File: src/rtl/spi_xip_pkg.sv
// Shared types and constants for the SPI execute-in-place bridge.
// Holds the sequencer states, SPI core register map, CTRL words and the flash read opcode.
package spi_xip_pkg;

  typedef enum logic [3:0] {
    ST_IDLE,
    ST_DIV,
    ST_TX1,
    ST_TX0,
    ST_SS,
    ST_CTRL,
    ST_GO,
    ST_POLL,
    ST_RX,
    ST_SSCLR,
    ST_RESP
  } state_t;

  localparam logic [4:0] REG_RX0  = 5'h00;
  localparam logic [4:0] REG_TX0  = 5'h00;
  localparam logic [4:0] REG_TX1  = 5'h04;
  localparam logic [4:0] REG_CTRL = 5'h10;
  localparam logic [4:0] REG_DIV  = 5'h14;
  localparam logic [4:0] REG_SS   = 5'h18;

  // CHAR_LEN=64 with Tx_NEG; the START variant additionally sets GO_BSY.
  localparam logic [31:0] CTRL_CFG    = 32'h0000_0440;
  localparam logic [31:0] CTRL_START  = 32'h0000_0540;
  localparam int          CTRL_GO_BIT = 8;

  localparam logic [7:0] FLASH_READ = 8'h03;

  function automatic logic [31:0] byte_swap(input logic [31:0] d);
    return {d[7:0], d[15:8], d[23:16], d[31:24]};
  endfunction

endpackage

File: src/rtl/spi_reg_bus_master.sv
// Single-access strobe/ack master for the SPI core register bus.
// Strobe is held until ack, then dropped with a one-cycle done pulse carrying the read data.
module spi_reg_bus_master (
  input  logic        clock,
  input  logic        reset_n,
  input  logic        start,
  input  logic        wr,
  input  logic [4:0]  adr,
  input  logic [31:0] wdat,
  output logic        done,
  output logic [31:0] rdat,
  output logic [4:0]  spi_adr,
  output logic [31:0] spi_dat_o,
  input  logic [31:0] spi_dat_i,
  output logic [3:0]  spi_sel,
  output logic        spi_we,
  output logic        spi_stb,
  output logic        spi_cyc,
  input  logic        spi_ack
);

  always_ff @(posedge clock or negedge reset_n) begin
    if (!reset_n) begin
      done      <= 1'b0;
      rdat      <= '0;
      spi_adr   <= '0;
      spi_dat_o <= '0;
      spi_sel   <= '0;
      spi_we    <= 1'b0;
      spi_stb   <= 1'b0;
      spi_cyc   <= 1'b0;
    end else begin
      done <= 1'b0;
      if (spi_stb) begin
        if (spi_ack) begin
          spi_stb   <= 1'b0;
          spi_cyc   <= 1'b0;
          spi_we    <= 1'b0;
          spi_sel   <= '0;
          spi_adr   <= '0;
          spi_dat_o <= '0;
          rdat      <= spi_dat_i;
          done      <= 1'b1;
        end
      end else if (start) begin
        spi_stb   <= 1'b1;
        spi_cyc   <= 1'b1;
        spi_sel   <= 4'hF;
        spi_we    <= wr;
        spi_adr   <= adr;
        spi_dat_o <= wdat;
      end
    end
  end

endmodule

File: src/rtl/spi_xip_ctrl.sv
// APB-to-SPI-flash XIP bridge: each in-window read drives the SPI core through a full 0x03 read.
// XIP_WRITE_ERR_EN: when defined, in-range writes get pslverr=1 instead of a silent OK.
module spi_xip_ctrl
  import spi_xip_pkg::*;
#(
  parameter logic [31:0] FLASH_BASE = 32'h3000_0000,
  parameter logic [15:0] SCK_DIV    = 16'h0001,
  parameter logic [7:0]  SS_MASK    = 8'h01
) (
  input  logic        clock,
  input  logic        reset_n,
  input  logic        in_psel,
  input  logic        in_penable,
  input  logic        in_pwrite,
  input  logic [31:0] in_paddr,
  input  logic [31:0] in_pwdata,
  input  logic [3:0]  in_pstrb,
  output logic        in_pready,
  output logic        in_pslverr,
  output logic [31:0] in_prdata,
  output logic [4:0]  spi_adr,
  output logic [31:0] spi_dat_o,
  input  logic [31:0] spi_dat_i,
  output logic [3:0]  spi_sel,
  output logic        spi_we,
  output logic        spi_stb,
  output logic        spi_cyc,
  input  logic        spi_ack
);

`ifdef XIP_WRITE_ERR_EN
  localparam logic WR_ERR = 1'b1;
`else
  localparam logic WR_ERR = 1'b0;
`endif

  localparam logic [31:0] FLASH_TOP = FLASH_BASE + 32'h00FF_FFFF;

  state_t      state;
  logic [21:0] word_addr;
  logic [31:0] rx_data;
  logic        launched;
  logic        start;
  logic        done;
  logic [31:0] rdat;
  logic        acc_we;
  logic [4:0]  acc_adr;
  logic [31:0] acc_dat;
  logic        in_range;
  logic        unused_ok;

  assign unused_ok = ^{in_pwdata, in_pstrb};
  assign in_range  = (in_paddr >= FLASH_BASE) && (in_paddr <= FLASH_TOP);
  assign start     = (state != ST_IDLE) && (state != ST_RESP) && !launched;

  always_comb begin
    acc_we  = 1'b1;
    acc_adr = REG_TX0;
    acc_dat = '0;
    case (state)
      ST_DIV:   begin acc_adr = REG_DIV;  acc_dat = {16'h0, SCK_DIV}; end
      ST_TX1:   begin acc_adr = REG_TX1;  acc_dat = {FLASH_READ, word_addr, 2'b00}; end
      ST_TX0:   begin acc_adr = REG_TX0;  acc_dat = '0; end
      ST_SS:    begin acc_adr = REG_SS;   acc_dat = {24'h0, SS_MASK}; end
      ST_CTRL:  begin acc_adr = REG_CTRL; acc_dat = CTRL_CFG; end
      ST_GO:    begin acc_adr = REG_CTRL; acc_dat = CTRL_START; end
      ST_POLL:  begin acc_we = 1'b0; acc_adr = REG_CTRL; end
      ST_RX:    begin acc_we = 1'b0; acc_adr = REG_RX0; end
      ST_SSCLR: begin acc_adr = REG_SS;   acc_dat = '0; end
      default:  ;
    endcase
  end

  always_ff @(posedge clock or negedge reset_n) begin
    if (!reset_n) begin
      state      <= ST_IDLE;
      word_addr  <= '0;
      rx_data    <= '0;
      launched   <= 1'b0;
      in_pready  <= 1'b0;
      in_pslverr <= 1'b0;
      in_prdata  <= '0;
    end else begin
      case (state)
        ST_IDLE: begin
          if (in_psel && in_penable) begin
            word_addr <= in_paddr[23:2];
            if (in_pwrite || !in_range) begin
              state      <= ST_RESP;
              in_pready  <= 1'b1;
              in_pslverr <= in_pwrite ? WR_ERR : 1'b1;
            end else begin
              state <= ST_DIV;
            end
          end
        end
        ST_RESP: begin
          state      <= ST_IDLE;
          in_pready  <= 1'b0;
          in_pslverr <= 1'b0;
          in_prdata  <= '0;
        end
        default: begin
          if (start) launched <= 1'b1;
          // Each state advances only once its own access has been acknowledged.
          if (done) begin
            launched <= 1'b0;
            case (state)
              ST_DIV:  state <= ST_TX1;
              ST_TX1:  state <= ST_TX0;
              ST_TX0:  state <= ST_SS;
              ST_SS:   state <= ST_CTRL;
              ST_CTRL: state <= ST_GO;
              ST_GO:   state <= ST_POLL;
              ST_POLL: if (!rdat[CTRL_GO_BIT]) state <= ST_RX;
              ST_RX: begin
                rx_data <= rdat;
                state   <= ST_SSCLR;
              end
              ST_SSCLR: begin
                state      <= ST_RESP;
                in_pready  <= 1'b1;
                in_pslverr <= 1'b0;
                in_prdata  <= byte_swap(rx_data);
              end
              default: state <= ST_IDLE;
            endcase
          end
        end
      endcase
    end
  end

  spi_reg_bus_master u_bus (
    .clock     (clock),
    .reset_n   (reset_n),
    .start     (start),
    .wr        (acc_we),
    .adr       (acc_adr),
    .wdat      (acc_dat),
    .done      (done),
    .rdat      (rdat),
    .spi_adr   (spi_adr),
    .spi_dat_o (spi_dat_o),
    .spi_dat_i (spi_dat_i),
    .spi_sel   (spi_sel),
    .spi_we    (spi_we),
    .spi_stb   (spi_stb),
    .spi_cyc   (spi_cyc),
    .spi_ack   (spi_ack)
  );

endmodule

File: config.mk
export PLATFORM = sky130hd
export DESIGN_NAME = spi_xip_ctrl
export DESIGN_NICKNAME = d
export VERILOG_FILES = /design/src/rtl/spi_xip_pkg.sv /design/src/rtl/spi_reg_bus_master.sv /design/src/rtl/spi_xip_ctrl.sv
export SDC_FILE = /design/constraint.sdc
export NUM_CORES = 1
export LEC_CHECK = 0
export BUFFER_PORTS_ARGS = -buffer_cell sky130_fd_sc_hd__buf_4
export CORE_MARGIN = 2
export CORE_UTILIZATION = 25
export DETAILED_ROUTE_END_ITERATION = 12
export PLACE_DENSITY = 0.52
export REMOVE_ABC_BUFFERS = 1
export SYNTH_ARGS = -nofsm -noshare
export SYNTH_HDL_FRONTEND = slang
export SYNTH_HIERARCHICAL = 1
export SYNTH_SLANG_ARGS = --single-unit
File: constraint.sdc
create_clock -name clock -period 1.9 [get_ports clock]
set_clock_uncertainty 0.1 [all_clocks]
set_input_delay 0.285 -clock clock [delete_from_list [all_inputs] [get_ports clock]]
set_output_delay 0.285 -clock clock [all_outputs]
set_load 0.02 [all_outputs]
======== Word level (Yosys, flattened, before mapping) ========
Cells that the tools add are included.
word-level totals
  register bits after elaboration ......... 170
  bits of input ports ..................... 106
  output and inout bits ................... 78
  logic and storage cells ................. 105
cells by class
  order comparisons ....................... 2
  eq/ne operators ......................... 15
  mux-type cells .......................... 43
  bitwise logic cells ..................... 2
  reduce and logical (&&, ||, !) cells .... 28
operator list
  kind                  number
  $mux 32               5
  $pmux 26 s4           1
  $pmux 32 s2           1
  $pmux 4 s9            1
  $ge 32x30->1 const B  1
  $le 32x30->1 const B  1
  $mux 4                7
  $mux 1                21
  $pmux 5 s4            1
  $eq 4x3->1 const B    4
  $mux 5                3
  $eq 4x4->1 const B    3
  $reduce_and 3->1      3
  $eq 4x2->1 const B    2
  $ne 4x4->1 const B    2
  $pmux 4 s2            1
  $reduce_and 2->1      4
  $reduce_bool 2->1     4
  $reduce_or 2->1       4
  $ne 2x2->1 const B    3
  $reduce_bool 3->1     2
  $eq 4x1->1 const B    1
  $logic_and 1x1->1     4
  $logic_not 4->1       1
  7 further kinds       10

======== Logic depth before layout (Yosys ltp) ========
  word-level depth ........................ 7
  depth in mapped cells ................... 9

======== By module ========
Netlist, hierarchy kept.
modules (own cells, without submodules)
  module              instances  cells an instance  area an instance (sq um)
  spi_xip_ctrl        1          358                4,126.5
  spi_reg_bus_master  1          210                3,274.4

======== Least setup slack after synthesis ========
OpenSTA, ideal clock, no wires.
  kind .................................... reg2reg
  start ................................... reg state[1]
  end ..................................... reg u_bus.spi_adr[2]
  arrival ................................. 1,761 ps
  setup slack ............................. -83 ps
  cell stages (with the launch flop) ...... 9
  buffers on the path ..................... 3
  period minus slack after synthesis ...... 1,983 ps
  cell sequence ........................... dfrtp_1 buf_6 or4_4 nand2_1 nor2_1 buf_2 buf_2 mux2i_1 o2bb2ai_2
on the way
  longest elaborated chain between the ends .. 5
  elaborated cells on any way between the ends .. 18
  classes of those cells .................. eq/ne (8); mux (3); reduce/logical (7)
ends and longest elaborated chain
  what                                             line                      source
  from (decl)                                      spi_xip_ctrl.sv:39        state_t state;
  from (signal assigned)                           spi_xip_ctrl.sv:76        state <= ST_IDLE;
  from (signal assigned)                           spi_xip_ctrl.sv:89        state <= ST_RESP;
  from (signal assigned)                           spi_xip_ctrl.sv:93        state <= ST_DIV;
  $ne 4x4->1 or $reduce_bool 4->1 (tied branches)  spi_xip_ctrl.sv:54        assign start = (state != ST_IDLE) && (state != ST_RESP) && !launched;
  $logic_and 1x1->1 (*) (2 in series)              spi_xip_ctrl.sv:54
  via start                                        spi_xip_ctrl.sv:43        logic start;
  $reduce_bool 2->1 (no source line) (*)           n/a
  $reduce_and 2->1 (no source line) (*)            n/a
  to (signal assigned)                             spi_reg_bus_master.sv:50  spi_adr <= adr;
  to (decl)                                        spi_reg_bus_master.sv:12  output logic [4:0] spi_adr,
Mark *: on every way through the listed nets, which the timed path passes. The rest lies on a longest branch. The select of a mux whose other input is x is not followed.
A chain may end at the register's enable or synchronous reset.

======== Final worst setup path ========
  start ................................... reg state[1]
  end ..................................... reg word_addr[2]
on the way
  longest elaborated chain between the ends .. 2
ends and longest elaborated chain
  what                               line                source
  $logic_not 4->1                    spi_xip_ctrl.sv:84  case (state)
  $reduce_and 2->1 (no source line)  n/a
  to (signal assigned)               spi_xip_ctrl.sv:87  word_addr <= in_paddr[23:2];
  to (decl)                          spi_xip_ctrl.sv:40  logic [21:0] word_addr;
No other way between the ends.

==> results.sh <==
export IMPL_outcome="complete, but fails checks"
export IMPL_violations="negative setup slack"
export IMPL_grt_max_degree=65
export IMPL_dpl_hpwl_mm=11.8
export IMPL_grt_pass1_vias=5468
export IMPL_hold_violations=0
export IMPL_ant_nets=0
export IMPL_synth_cell_types=52
export IMPL_setup_violations=8
export IMPL_p_leak_nw=5.01
export IMPL_synthCells=568
export IMPL_synth_edf_count=0
export IMPL_drive_gt1_share_pct=42.6
export IMPL_clkSinkCount=166
export IMPL_syn_to_final_growth_pct=42.8
export IMPL_crit_required_ps=2120
export IMPL_htreeDepth=4
export IMPL_grt_overflow_total=0
export IMPL_final_common_cell="buf_4"
export IMPL_final_area_mm2=0.0106
export IMPL_worstReg2RegEnd="word_addr[2]$_DFFE_PN0P_"
export IMPL_tritoncts="built"
export IMPL_fp_row_count=62
export IMPL_insertedDiodeCount=0
export IMPL_hold_depth=3
export IMPL_place_area_mm2=0.00920
export IMPL_grt_pass1_wl_mm=29.7
export IMPL_reg2reg_slack_ps=-9
export IMPL_cts_root_buf="clkbuf_16"
export IMPL_vias_per_cell=4.31
export IMPL_peakVddDrop_v=0.000672
export IMPL_r2r_cells=4
export IMPL_initial_core_util_pct=25.6
export IMPL_hp_class="in -> reg"
export IMPL_cpMaxStageDelayCell="or4_4"
export IMPL_totalWireLength_mm=18.3
export IMPL_worstSetupPathType="reg -> reg"
export IMPL_timing_fmax_ghz=0.524
export IMPL_clock_latency_ps=440
export IMPL_wire_per_inst_um=15.4
export IMPL_setup_slack_ps=-9.31
export IMPL_portBuffers=145
export IMPL_cp_cell_sequence="or4_4, nor2_8, buf_12, mux2_4"
export IMPL_whs_endpoint="in_pslverr$_DFFE_PN0P_"
export IMPL_crit_path_end_kind="flip-flop"
export IMPL_final_core_util_pct=36.5
export IMPL_power_density_mw_per_mm2=1630
export IMPL_r2r_start="state[1]$_DFFE_PN0P_"
export IMPL_fp_coreArea_mm2=0.0289
export IMPL_rsz0062_at_grt="true"
export IMPL_clk_path_buf_depth=2
export IMPL_drv_slew=0
export IMPL_ys_seq_elements=166
export IMPL_drtIter0Drc=246
export IMPL_ys_flop_type="dfrtp_1"
export IMPL_syn_cell_area_mm2=0.00740
export IMPL_fp_dieH_um=176
export IMPL_num_io_pins=184
export IMPL_dieArea_mm2=0.0310
export IMPL_worstPathMaxFanout=9
export IMPL_die_x_um=176
export IMPL_yosysWarnings=6
export IMPL_slowest_delay_ps=590
export IMPL_cts_made_buffers=17
export IMPL_vias=5129
export IMPL_ys_seq_area_share_pct=56.1
export IMPL_clk_pin_slew_ps=70
export IMPL_worst_endpoint_arrival_ps=2130
export IMPL_antenna_found_initial=0
export IMPL_maxCapViolations=0
export IMPL_async_flop_share_pct=100
export IMPL_fin_crit_ps=1910
export IMPL_place_gp_congestion=0.735
export IMPL_worstSetupStartpointType="flip-flop"
export IMPL_grtUsageTotal_pct=12.3
export IMPL_layout_common_cells="buf_4 (166), dfrtp_1 (165), nand2_1 (67), dlygate4sd3_1 (56), mux2_4 (52)"
export IMPL_avgSynthCellArea_um2=13.0
export IMPL_drc=0
export IMPL_first_pass_iters=4
export IMPL_nets=898
export IMPL_post_route_period_util_pct=100
export IMPL_min_from="in_pwrite"
## metrics by stage
stage,hold slack [ps],worst slack (ps),TNS (ps),instances,power (W)
6_report,118,-9.31,-42.1,1189,0.0172
5_1_grt,100,-55.0,-1220,1189,0.0183
4_1_cts,97.8,-1.16,-3.36,1187,0.0172
3_5_place_dp,131,-9.05,-10.4,1095,0.0132
3_3_place_gp,136,4.98,0,1095,0.0131
2_1_floorplan,-111,-2780,-196510,528,0.0101
## power breakdown
part	total (W)	switching [W]	internal [W]
combinational	0.00751	0.00361	0.00390
sequential	0.00606	0.000976	0.00508
clock	0.00363	0.00158	0.00205
total	0.0172	0.00616	0.0110
## cell usage after synthesis (2+ instances only)
cell type | count | area [um^2]
buf_4 | 8 | 60.1
buf_2 | 11 | 55.1
nand2_1 | 70 | 263
o2bb2ai_2 | 10 | 150
mux2i_1 | 39 | 390
o21ai_0 | 36 | 180
and3_1 | 19 | 119
nor3_1 | 4 | 20.0
dfrtp_1 | 166 | 4150
buf_8 | 2 | 30.0
inv_1 | 4 | 15.0
o2bb2ai_1 | 28 | 245
nor2b_1 | 4 | 25.0
buf_1 | 3 | 11.3
a21o_1 | 2 | 15.0
nor2_1 | 10 | 37.5
o31ai_1 | 3 | 22.5
buf_6 | 6 | 67.6
mux2_4 | 50 | 751
a21oi_1 | 6 | 30.0
clkbuf_1 | 18 | 67.6
mux2_2 | 36 | 405
nand3b_1 | 3 | 22.5
nand2b_1 | 2 | 12.5
## how the worst max path moves through the flow
stage                         startpoint                         endpoint  slack, ps  cells past startpoint
floorplan           state[0]$_DFFE_PN0P_     u_bus/spi_adr[0]$_DFFE_PN0P_      -2780                      6
global placement    state[1]$_DFFE_PN0P_     u_bus/spi_adr[0]$_DFFE_PN0P_          5                      8
detailed placement  state[1]$_DFFE_PN0P_  u_bus/spi_dat_o[29]$_DFFE_PN0P_         -9                      8
CTS                 state[1]$_DFFE_PN0P_  u_bus/spi_dat_o[27]$_DFFE_PN0P_         -1                      9
global route        state[1]$_DFFE_PN0P_  u_bus/spi_dat_o[22]$_DFFE_PN0P_        -50                      7
finish              state[1]$_DFFE_PN0P_         word_addr[2]$_DFFE_PN0P_         -9                      4
## flip-flops by register name, indices dropped and copies added (netlist names), 4 cells and up
name,count
u_bus/rdat,32
word_addr,22
in_prdata,32
state,4
rx_data,32
u_bus/spi_dat_o,32
u_bus/spi_adr,5
## cells by family after synthesis
| logic type | share of synthesized area (%) |
|---|---|
| muxes | 21.0 |
| AOI/OAI and AO/OA | 9.77 |
| buffers and inverters | 4.14 |
| xor gates and xnor gates | 0.118 |
| and+or+nand+nor | 8.74 |
| DFF | 56.1 |
| other | 0.0507 |
## worst max-delay path, delay by kind of cell (launching register included)
kind | cells | cell delay (ps)
flip-flops | 1 | 410
buffers and inverters | 1 | 180
AND/OR/NAND/NOR | 2 | 790
multiplexers | 1 | 310
## final cells by class
| type | count | area, um^2 |
|---|---|---|
| fillers | 2864 | 18400 |
| flip-flops and latches | 166 | 4160 |
| multi-input cells | 358 | 3070 |
| repair buffers | 245 | 2230 |
| well taps | 384 | 480 |
| clock buffers | 19 | 453 |
| clock inverters | 13 | 160 |
| inverters | 4 | 15.0 |
## metal layers
metal  part of all wire (%)  wire [um]  GRT usage [%]  vias up
met1                     47       8600           16.0     2548
met2                     47       8620           19.7      115
met4                    1.1        196           3.65        0
li1                       -          -              -     2451
met5                      0          0              0        -
met3                    5.1        927           3.92       15
## repair_timing
item	CTS	global route
hold endpoints to repair	90	0
setup buffers	3	1
pin swaps	4	16
endpoints found under the setup margin	9	78
gates cloned	1	3
gates resized for setup	4	21
hold buffers	56	0
No activity file was read; power rests on OpenSTA's default activity.
